==> src/rtl/div_pkg.sv <==
// ---------------------------------------------------------------------------
// div_pkg
// Shared definitions for the signed shift-subtract divider:
//   DIV_W       - default two's-complement operand/result width
//   div_state_t - sequencer state type and its encodings
// ---------------------------------------------------------------------------
package div_pkg;

  localparam int DIV_W = 8;

  typedef enum logic [1:0] {
    IDLE = 2'd0,
    CALC = 2'd1,
    FIX  = 2'd2,
    DONE = 2'd3
  } div_state_t;

endpackage

==> src/rtl/div_twos_neg.sv <==
// ---------------------------------------------------------------------------
// div_twos_neg
// Combinational conditional two's-complement negation of an N-bit vector.
// Used both to take operand magnitudes and to re-apply result signs.
// Ports:
//   val - input vector
//   neg - when high, res = -val (mod 2^N); otherwise res = val
//   res - result
// ---------------------------------------------------------------------------
module div_twos_neg
  import div_pkg::*;
#(
  parameter int N = DIV_W
) (
  input  logic [N-1:0] val,
  input  logic         neg,
  output logic [N-1:0] res
);

  // -(-2^(N-1)) wraps back to 2^(N-1), which read as unsigned is the correct
  // magnitude of the most negative operand.
  assign res = neg ? (~val + 1'b1) : val;

endmodule

==> src/rtl/signed_shft_div.sv <==
// ---------------------------------------------------------------------------
// signed_shft_div
// Multi-cycle signed divider: sign/magnitude split, N restoring
// shift-subtract steps, then sign fix-up. Quotient truncates toward zero and
// the remainder takes the sign of the dividend. -2^(N-1) / -1 wraps to
// -2^(N-1) with remainder 0.
//
// Optional feature (macro SIGNED_DIV_ZERO_DETECT_EN):
//   defined   - divisor == 0 skips CALC/FIX; done one cycle after start with
//               err = 1, quo = all ones, rem = dividend.
//   undefined - err is tied low; divide-by-zero runs the normal sequence and
//               returns the raw algorithm result.
//
// Ports:
//   clk      - rising-edge clock
//   rst      - synchronous active-high reset, clears all state and outputs
//   start    - request pulse, accepted only in IDLE while done is low
//   dividend - signed numerator, sampled on the accepted start
//   divisor  - signed denominator, sampled on the accepted start
//   quo, rem - registered signed quotient / remainder, held until next done
//   busy     - high from the cycle after an accepted start until done
//   done     - single-cycle pulse marking quo/rem/err valid
//   err      - divide-by-zero flag, valid with done
// Latency: done asserts N+2 cycles after the accepted start edge.
// ---------------------------------------------------------------------------
module signed_shft_div
  import div_pkg::*;
#(
  parameter int N = DIV_W
) (
  input  logic                clk,
  input  logic                rst,
  input  logic                start,
  input  logic signed [N-1:0] dividend,
  input  logic signed [N-1:0] divisor,
  output logic signed [N-1:0] quo,
  output logic signed [N-1:0] rem,
  output logic                busy,
  output logic                done,
  output logic                err
);

  localparam int            CW   = $clog2(N + 1);
  localparam logic [CW-1:0] LAST = CW'(N - 1);

  div_state_t     state;
  logic [CW-1:0]  cnt;
  logic [N-1:0]   q_reg;     // dividend magnitude shifting out, quotient in
  logic [N:0]     r_reg;     // partial remainder
  logic [N-1:0]   b_mag;
  logic           q_neg;     // operand signs differ
  logic           r_neg;     // dividend negative

  logic [N-1:0]   a_mag_in;
  logic [N-1:0]   b_mag_in;
  logic [N-1:0]   q_fix;
  logic [N-1:0]   r_fix;
  logic [N+1:0]   trial;

`ifdef SIGNED_DIV_ZERO_DETECT_EN
  logic           err_flag;
`endif

  div_twos_neg #(.N(N)) u_neg_a (
    .val (dividend),
    .neg (dividend[N-1]),
    .res (a_mag_in)
  );

  div_twos_neg #(.N(N)) u_neg_b (
    .val (divisor),
    .neg (divisor[N-1]),
    .res (b_mag_in)
  );

  div_twos_neg #(.N(N)) u_neg_q (
    .val (q_reg),
    .neg (q_neg),
    .res (q_fix)
  );

  // After the last step the remainder is below |divisor| <= 2^(N-1) (or equal
  // to |dividend| for a zero divisor), so its low N bits hold it exactly.
  div_twos_neg #(.N(N)) u_neg_r (
    .val (r_reg[N-1:0]),
    .neg (r_neg),
    .res (r_fix)
  );

  // Shift the next dividend bit into the partial remainder and try to
  // subtract; the extra top bit is the borrow that decides restore vs keep.
  assign trial = {r_reg, q_reg[N-1]} - {2'b00, b_mag};

  always_ff @(posedge clk) begin
    if (rst) begin
      state <= IDLE;
      cnt   <= '0;
      q_reg <= '0;
      r_reg <= '0;
      b_mag <= '0;
      q_neg <= 1'b0;
      r_neg <= 1'b0;
      quo   <= '0;
      rem   <= '0;
      busy  <= 1'b0;
      done  <= 1'b0;
`ifdef SIGNED_DIV_ZERO_DETECT_EN
      err_flag <= 1'b0;
      err      <= 1'b0;
`endif
    end else begin
      done <= 1'b0;
      case (state)
        // Operand capture; a start landing on the done cycle is dropped.
        IDLE: begin
          if (start && !done) begin
            busy  <= 1'b1;
            q_neg <= dividend[N-1] ^ divisor[N-1];
            r_neg <= dividend[N-1];
            q_reg <= a_mag_in;
            r_reg <= '0;
            b_mag <= b_mag_in;
            cnt   <= '0;
            state <= CALC;
`ifdef SIGNED_DIV_ZERO_DETECT_EN
            err_flag <= 1'b0;
            if (divisor == '0) begin
              q_reg    <= '1;
              r_reg    <= {1'b0, dividend};
              err_flag <= 1'b1;
              state    <= DONE;
            end
`endif
          end
        end

        // One restoring step per cycle, quotient bits enter MSB-first.
        CALC: begin
          if (!trial[N+1]) begin
            r_reg <= trial[N:0];
            q_reg <= {q_reg[N-2:0], 1'b1};
          end else begin
            r_reg <= {r_reg[N-1:0], q_reg[N-1]};
            q_reg <= {q_reg[N-2:0], 1'b0};
          end
          cnt <= cnt + 1'b1;
          if (cnt == LAST) begin
            state <= FIX;
          end
        end

        // Sign fix-up of the unsigned magnitudes.
        FIX: begin
          q_reg <= q_fix;
          r_reg <= {1'b0, r_fix};
          state <= DONE;
        end

        // Publish results.
        DONE: begin
          quo   <= q_reg;
          rem   <= r_reg[N-1:0];
`ifdef SIGNED_DIV_ZERO_DETECT_EN
          err   <= err_flag;
`endif
          done  <= 1'b1;
          busy  <= 1'b0;
          state <= IDLE;
        end

        default: state <= IDLE;
      endcase
    end
  end

`ifndef SIGNED_DIV_ZERO_DETECT_EN
  assign err = 1'b0;
`endif

endmodule
==> config.mk <==
export PLATFORM = sky130hd
export DESIGN_NAME = signed_shft_div
export DESIGN_NICKNAME = d
export VERILOG_FILES = /design/src/rtl/div_pkg.sv /design/src/rtl/div_twos_neg.sv /design/src/rtl/signed_shft_div.sv
export SDC_FILE = /design/constraint.sdc
export NUM_CORES = 1
export LEC_CHECK = 0
export ABC_AREA = 1
export ABC_CLOCK_PERIOD_IN_PS = 2100
export CAP_MARGIN = 20
export CELL_PAD_IN_SITES_DETAIL_PLACEMENT = 1
export CELL_PAD_IN_SITES_GLOBAL_PLACEMENT = 1
export CORE_MARGIN = 2
export CORE_UTILIZATION = 41
export DETAILED_ROUTE_END_ITERATION = 12
export GPL_TIMING_DRIVEN = 0
export PLACE_DENSITY_LB_ADDON = 0.1
export SYNTH_ARGS = -nofsm -noshare
export SYNTH_HDL_FRONTEND = slang
export SYNTH_SLANG_ARGS = --single-unit
export TNS_END_PERCENT = 30
==> constraint.sdc <==
create_clock -name clk -period 2.1 [get_ports clk]
set_input_delay 0.315 -clock clk [delete_from_list [all_inputs] [get_ports clk]]
set_output_delay 0.315 -clock clk [all_outputs]
set_load 0.01 [all_outputs]
==> reports/qor.yml, run 1 <==
status: "finished, final reports clean"
met3_wirelength_um: 364
p_int_mw: 2.54
placementRows: 32
antenna_left: 0
path_max_fanout: 7
die_w_um: 93.9
vias_per_cell: 5.38
fin_crit_ps: 2040
ys_ff_latch: 51
cpMostUsedCell: "nand2_1"
yosys.cell_count.top_type: "nand2_1"
vias: 3364
drtIter0Drc: 122
critPathSlowestCell: "dfxtp_2"
endpoint_kind: "register"
synth_top_area_share_pct: 30.8
setup_violations: 0
holdPathStages: 3
placed_cells: 617
synth_top_cell_by_area: "dfxtp_1"
switchingPower_mw: 2.55
syn_nets: 519
min_from: "divisor[7]"
largest_register_ffs: 9
synthXorXnorAreaFrac_pct: 1.85
skew_ps: 8.00
path_cells: "ha_1, nand2_1, nand2_1, a21oi_4, nand3_2, nand2_4, buf_4, nand3_1, nand3_1, nand2_1, nand2_1, a21oi_2"
antenna_found_initial: 0
layout.cells.non_filler: 625
cts.path.max_buffers: 2
rr_startpoint: "r_reg[5]"
critPathLaunchType: "register"
synthTopCellsByCount: "nand2_1, inv_1, dfxtp_1, a21oi_1"
clk_latency_ps: 310
p_leak_nw: 1.75
grt_max_degree: 17
port_buffers: 34
cts_root_buf: "clkbuf_8"
max_cap_violations: 0
tightest_slew_ps: 708
routed_wirelength_mm: 10.1
place.gp.congestion: 0.820
fin_util_pct: 50.7
grt_pass1_wl_mm: 16.3
powerDensity_nw_per_um2: 1290
synth_cells: 481
nFillCells: 1049
wl_per_cell_um: 16.2
die_area_um2: 8810
first_global_vias: 3377
report.final.slew_viol_count: 0
syn_avg_cell_area_um2: 6.88
path_clk_slew_ps: 100
clkPwrFrac_pct: 12.4
fmax_mhz: 489
setup.worst_path.class: "reg -> reg"
cts_tree: "yes"
vdd_ir_drop_max_uv: 461
p_sw_share_pct: 50.1
num_antenna_cells: 0
rsz0062_at_grt: "yes"
final_nets: 560
drive_gt1_share_pct: 11.7
synthArstFlopShare_pct: 0
synth_cell_type_count: 45
ys.flop_type: "dfxtp_1"
cts_buffers: 5
startpoint: "r_reg[5]"
cts_hold_buf: 0
area_growth_syn_to_layout_pct: 18.9
crit_path_max_incr_delay_ps: 370
post-dp-hpwl_mm: 7.94
power_frac_comb_pct: 60.3
cp.required_ps: 2280
synthAdderAreaFrac_pct: 7.41
routed.top_layer: "met4"
synthSimpleGateAreaFrac_pct: 27.2
synth-edff-count: 0
synth_top_family_by_area: "simple AND/OR/NAND/NOR gates"
synth_area_leaders: "dfxtp_1, nand2_1, inv_1, a21oi_1, ha_1"
synth.cell_area_um2: 3310
synthMuxAreaShare_pct: 0
core-area_um2: 7770
synth_compound_area_share_pct: 21.9
min_period_over_period_pct: 97.3
dieHeight_um: 93.9
cts_max_level: 2
route.detailed.drc: 0
io_pins: 38
relSlewSlack_pct: 52.8
arrival_ps: 2220
first_pass_iters: 4
met1_length_mm: 4.59
ff2ff_path_depth: 12
hold_path.class: "in -> reg"
seq_area_frac_synth_pct: 30.8
cts_num_sinks: 51
start_util_pct: 42.6
hold_violations: 0
grt_usage_pct: 23.3
sequentialPowerShare_pct: 27.3
grt-ovfl-total: 0
yosys_warnings: 0
wl_met2_mm: 4.96
worst max-delay path: cells and delay by family (launching register included):
family	cells	cell delay, ps
adder cells (fa/ha/maj)	1	370
flip-flops	1	370
AND/OR/NAND/NOR	8	790
buffers and inverters	1	120
AO/OA/AOI/OAI	2	250
placed cells by master, fill, tap and decap left out, drive strengths merged:
master and instances:
o21bai 1, and3 1, ha 18, o31ai 3
a21oi 53, buf 6, clkbuf 14, a22oi 1
xor2 5, inv 78, a221oi 2, nor2 26
clkinv 2, conb 1, o2111ai 1, o21ai 50
nand3 42, o22ai 1, dfxtp 51, xnor2 2
o221ai 1, clkdlybuf4s50 34, a31oi 6, o211ai 1
nand4 8, nor3 14, fa 1, a211oi 2
nand2 97, o221a 1
stage by stage:
stage          power [mW]  hold slack [ps]  area, µm²  worst slack (ps)  setup TNS (ps)
2_1_floorplan        3.49              445       3310               341               0
3_3_place_gp         4.26              457       3780             -61.9            -160
3_5_place_dp         4.38              460       3780             -65.1            -322
4_1_cts              5.02              439       3880              25.8               0
5_1_grt              5.52              483       3940             -48.6            -110
6_report             5.09              437       3940              56.4               0
cell type report:
cell class	count	area (µm²)	area share [%]
Multi-Input combinational cell	338	1990	50.5
Sequential cell	51	1020	26.0
Timing Repair Buffer	35	348	8.84
Inverter	78	293	7.44
Tap cell	102	128	3.24
Clock buffer	6	82.6	2.10
Buffer	13	58.8	1.49
Clock inverter	2	13.8	0.350
per-layer routing:
layer | global-route usage [%] | vias to the layer above
met5 | 0 | -
met2 | 40.0 | 55
met3 | 3.93 | 14
li1 | - | 1676
met4 | 4.83 | 0
met1 | 30.7 | 1619
final timing paths:
check,endpoint,slack (ps)
setup / recovery,r_reg[1],60
hold / removal,b_mag[7],440
setup reg to reg,r_reg[1],60
hold reg to reg,b_mag[7],470
cell families after synthesis:
logic type / after synthesis
compound gates: 123
buf+inv: 92
xor+xnor: 7
other cells: 1
fa+ha+maj: 19
simple gates: 188
flops: 51
power by group through the flow:
stage	Clock [mW]	Combinational (mW)	Sequential, mW
6_report	0.630	3.07	1.39
5_1_grt	0.687	3.41	1.42
4_1_cts	0.643	2.99	1.38
3_5_place_dp	0	2.97	1.40
3_3_place_gp	0	2.87	1.39
2_1_floorplan	0	2.11	1.38
timing repair:
| action | 4_1_cts | 5_1_grt |
|---|---|---|
| gates resized for setup | 1 | 11 |
| setup buffers | 0 | 1 |
| pin swaps | 0 | 3 |
| endpoints found under the setup margin | 3 | 18 |
Power figures use the tool's default switching activity.
==> run 2: changes to the inputs <==
--- a/config.mk
+++ b/config.mk
@@ -6,7 +6,7 @@
 export NUM_CORES = 1
 export LEC_CHECK = 0
 export ABC_AREA = 1
-export ABC_CLOCK_PERIOD_IN_PS = 2100
+export ABC_CLOCK_PERIOD_IN_PS = 2200
 export CAP_MARGIN = 20
 export CELL_PAD_IN_SITES_DETAIL_PLACEMENT = 1
 export CELL_PAD_IN_SITES_GLOBAL_PLACEMENT = 1
==> constraint.sdc (replaced) <==
create_clock -name clk -period 2.2 [get_ports clk]
set_input_delay 0.33 -clock clk [delete_from_list [all_inputs] [get_ports clk]]
set_output_delay 0.33 -clock clk [all_outputs]
set_load 0.01 [all_outputs]
==> run 2 against run 1 <==
Compared with the run above:
- clock-buffer cell count is the same
- power shrank 6.1%
- register-to-register slack gained 90 ps
- combinational power shrank 6.8%
- design area shrank 1.3%
- critical path type unchanged
- largest cell class unchanged
==> reports/qor.yml, run 2 (synthesis gave the netlist of run 1 again) <==
min_period_over_period_pct: 93.3  # -4.0 points
powerDensity_nw_per_um2: 1230  # -4.9%
vdd_ir_drop_max_uv: 438  # -4.9%
setup_violations: 0  # unchanged
first_pass_iters: 4  # unchanged
hold_path.class: "in -> reg"
final_nets: 559  # -0.18%
io_pins: 38  # unchanged
grt_usage_pct: 23.3  # about the same
wl_per_cell_um: 15.8  # -2.2%
post_cts_buffers: 0  # unchanged
tightest_slew_ps: 681  # -26.6 ps
relSlewSlack_pct: 54.6  # +1.8 points
route.detailed.drc: 0  # unchanged
dp_slack_ps: 19.9  # +85.0 ps
drive_gt1_share_pct: 10.2  # -1.5 points
cts_resized: 0  # -1
grt_pass1_wl_mm: 16.3  # about the same
endpoint_kind: "register"
final_common_cell: "nand2_1"
cts.path.max_buffers: 2  # unchanged
cts_num_sinks: 51  # unchanged
path_max_fanout: 5  # -2
path_clk_slew_ps: 90  # about the same
cts_max_level: 2  # unchanged
status: "finished, final reports clean"
antenna_left: 0  # unchanged
start_util_pct: 42.6  # unchanged
num_antenna_cells: 0  # unchanged
place.gp.congestion: 0.820  # unchanged
critPathLaunchType: "register"
placed_cells: 617  # unchanged
tns_ps: 0  # unchanged
grt-ovfl-total: 0  # unchanged
routed_wirelength_mm: 9.86  # -2.4%
p_leak_nw: 1.74  # -0.31%
fin_hold_ws_ps: 455  # +18.2 ps
layout.cells.non_filler: 624  # -0.16%
cp.required_ps: 2440  # +160 ps
cts_buffers: 5  # unchanged
drtIter0Drc: 112  # -8.2%
cts_hold_buf: 0  # unchanged
report.final.slew_viol_count: 0  # unchanged
max_cap_violations: 0  # unchanged
total_power_mw: 4.78  # -6.1%
dieHeight_um: 93.9  # unchanged
nFillCells: 1055  # +0.57%
fin_crit_ps: 2050  # +8.41 ps
first_global_vias: 3370  # -0.21%
hold_violations: 0  # unchanged
vias_per_cell: 5.39  # +0.19%
setup.worst_path.class: "reg -> reg"
layout_common_cells: "nand2_1, inv_1, dfxtp_1, a21oi_1"
fmax_mhz: 487  # -0.41%
antenna_found_initial: 0  # unchanged
fin_area_um2: 3880  # -1.3%
skew_ps: 9.08  # +1.07 ps
largest_register_ffs: 9  # unchanged
die_area_um2: 8810  # unchanged
post-dp-hpwl_mm: 7.94  # unchanged
area_growth_syn_to_layout_pct: 17.3
cts_tree: "yes"
rsz0062_at_grt: "no"
placementRows: 32  # unchanged
grt_max_degree: 17  # unchanged
clk_latency_ps: 310  # about the same
die_w_um: 93.9  # unchanged
core-area_um2: 7770  # unchanged
vias: 3365  # +0.030%
arrival_ps: 2290  # +70 ps
placed_cell_area_um2: 3780  # unchanged
cts_root_buf: "clkbuf_8"
fin_ws_ps: 148  # +91.6 ps
port_buffers: 34  # unchanged
fin_util_pct: 50.0  # -0.68 points
[run 2: cell types whose count changed in the layout (fill, tap and decap cells not counted), sizes merged]
cell  change
buf       -1
[run 2: critical path, stage by stage (launching register included)]
cell     delay [ps]
dfxtp_1         350
inv_1           100
ha_1            250
fa_1            410
inv_1            90
nand2_1          50
nand2_1          90
xor2_1          190
inv_1            70
nand3_1          80
nand3_1          80
nand2_1          60
nand2_1          60
a21oi_2         110
[run 2: layer usage]
metal	track usage [%]	vias to the layer above	routed length, µm
li1	-	1674	-
met3	3.93	12	365
met5	0	-	0
met4	4.83	0	146
met2	39.9	56	4810
met1	30.7	1623	4540
[run 2: power breakdown]
| group | switching (mW) | internal [mW] | leakage [nW] |
|---|---|---|---|
| Sequential | 0.185 | 1.14 | 0.417 |
| Clock | 0.336 | 0.258 | 0.0516 |
| Combinational | 1.86 | 1.00 | 1.27 |
[run 2: layout make-up]
type,instances,area (µm²),area share (%)
multi-input cells,338,1950,50.1
clock buffers,6,82.6,2.13
inverters,78,293,7.54
plain buffers,13,58.8,1.51
repair buffers,34,340,8.76
clock inverters,2,13.8,0.354
well taps,102,128,3.29
flip-flops and latches,51,1020,26.3
[run 2: path summary, 6_finish.rpt]
| path | slack, ps | depth (start not counted) | from | end |
|---|---|---|---|---|
| min | 450 | 3 | divisor[7] | b_mag[7] |
| max | 150 | 13 | q_reg[7] | r_reg[4] |
| max reg2reg | 150 | 13 | q_reg[7] | r_reg[4] |
| min reg2reg | 470 | 2 | b_mag[7] | b_mag[7] |
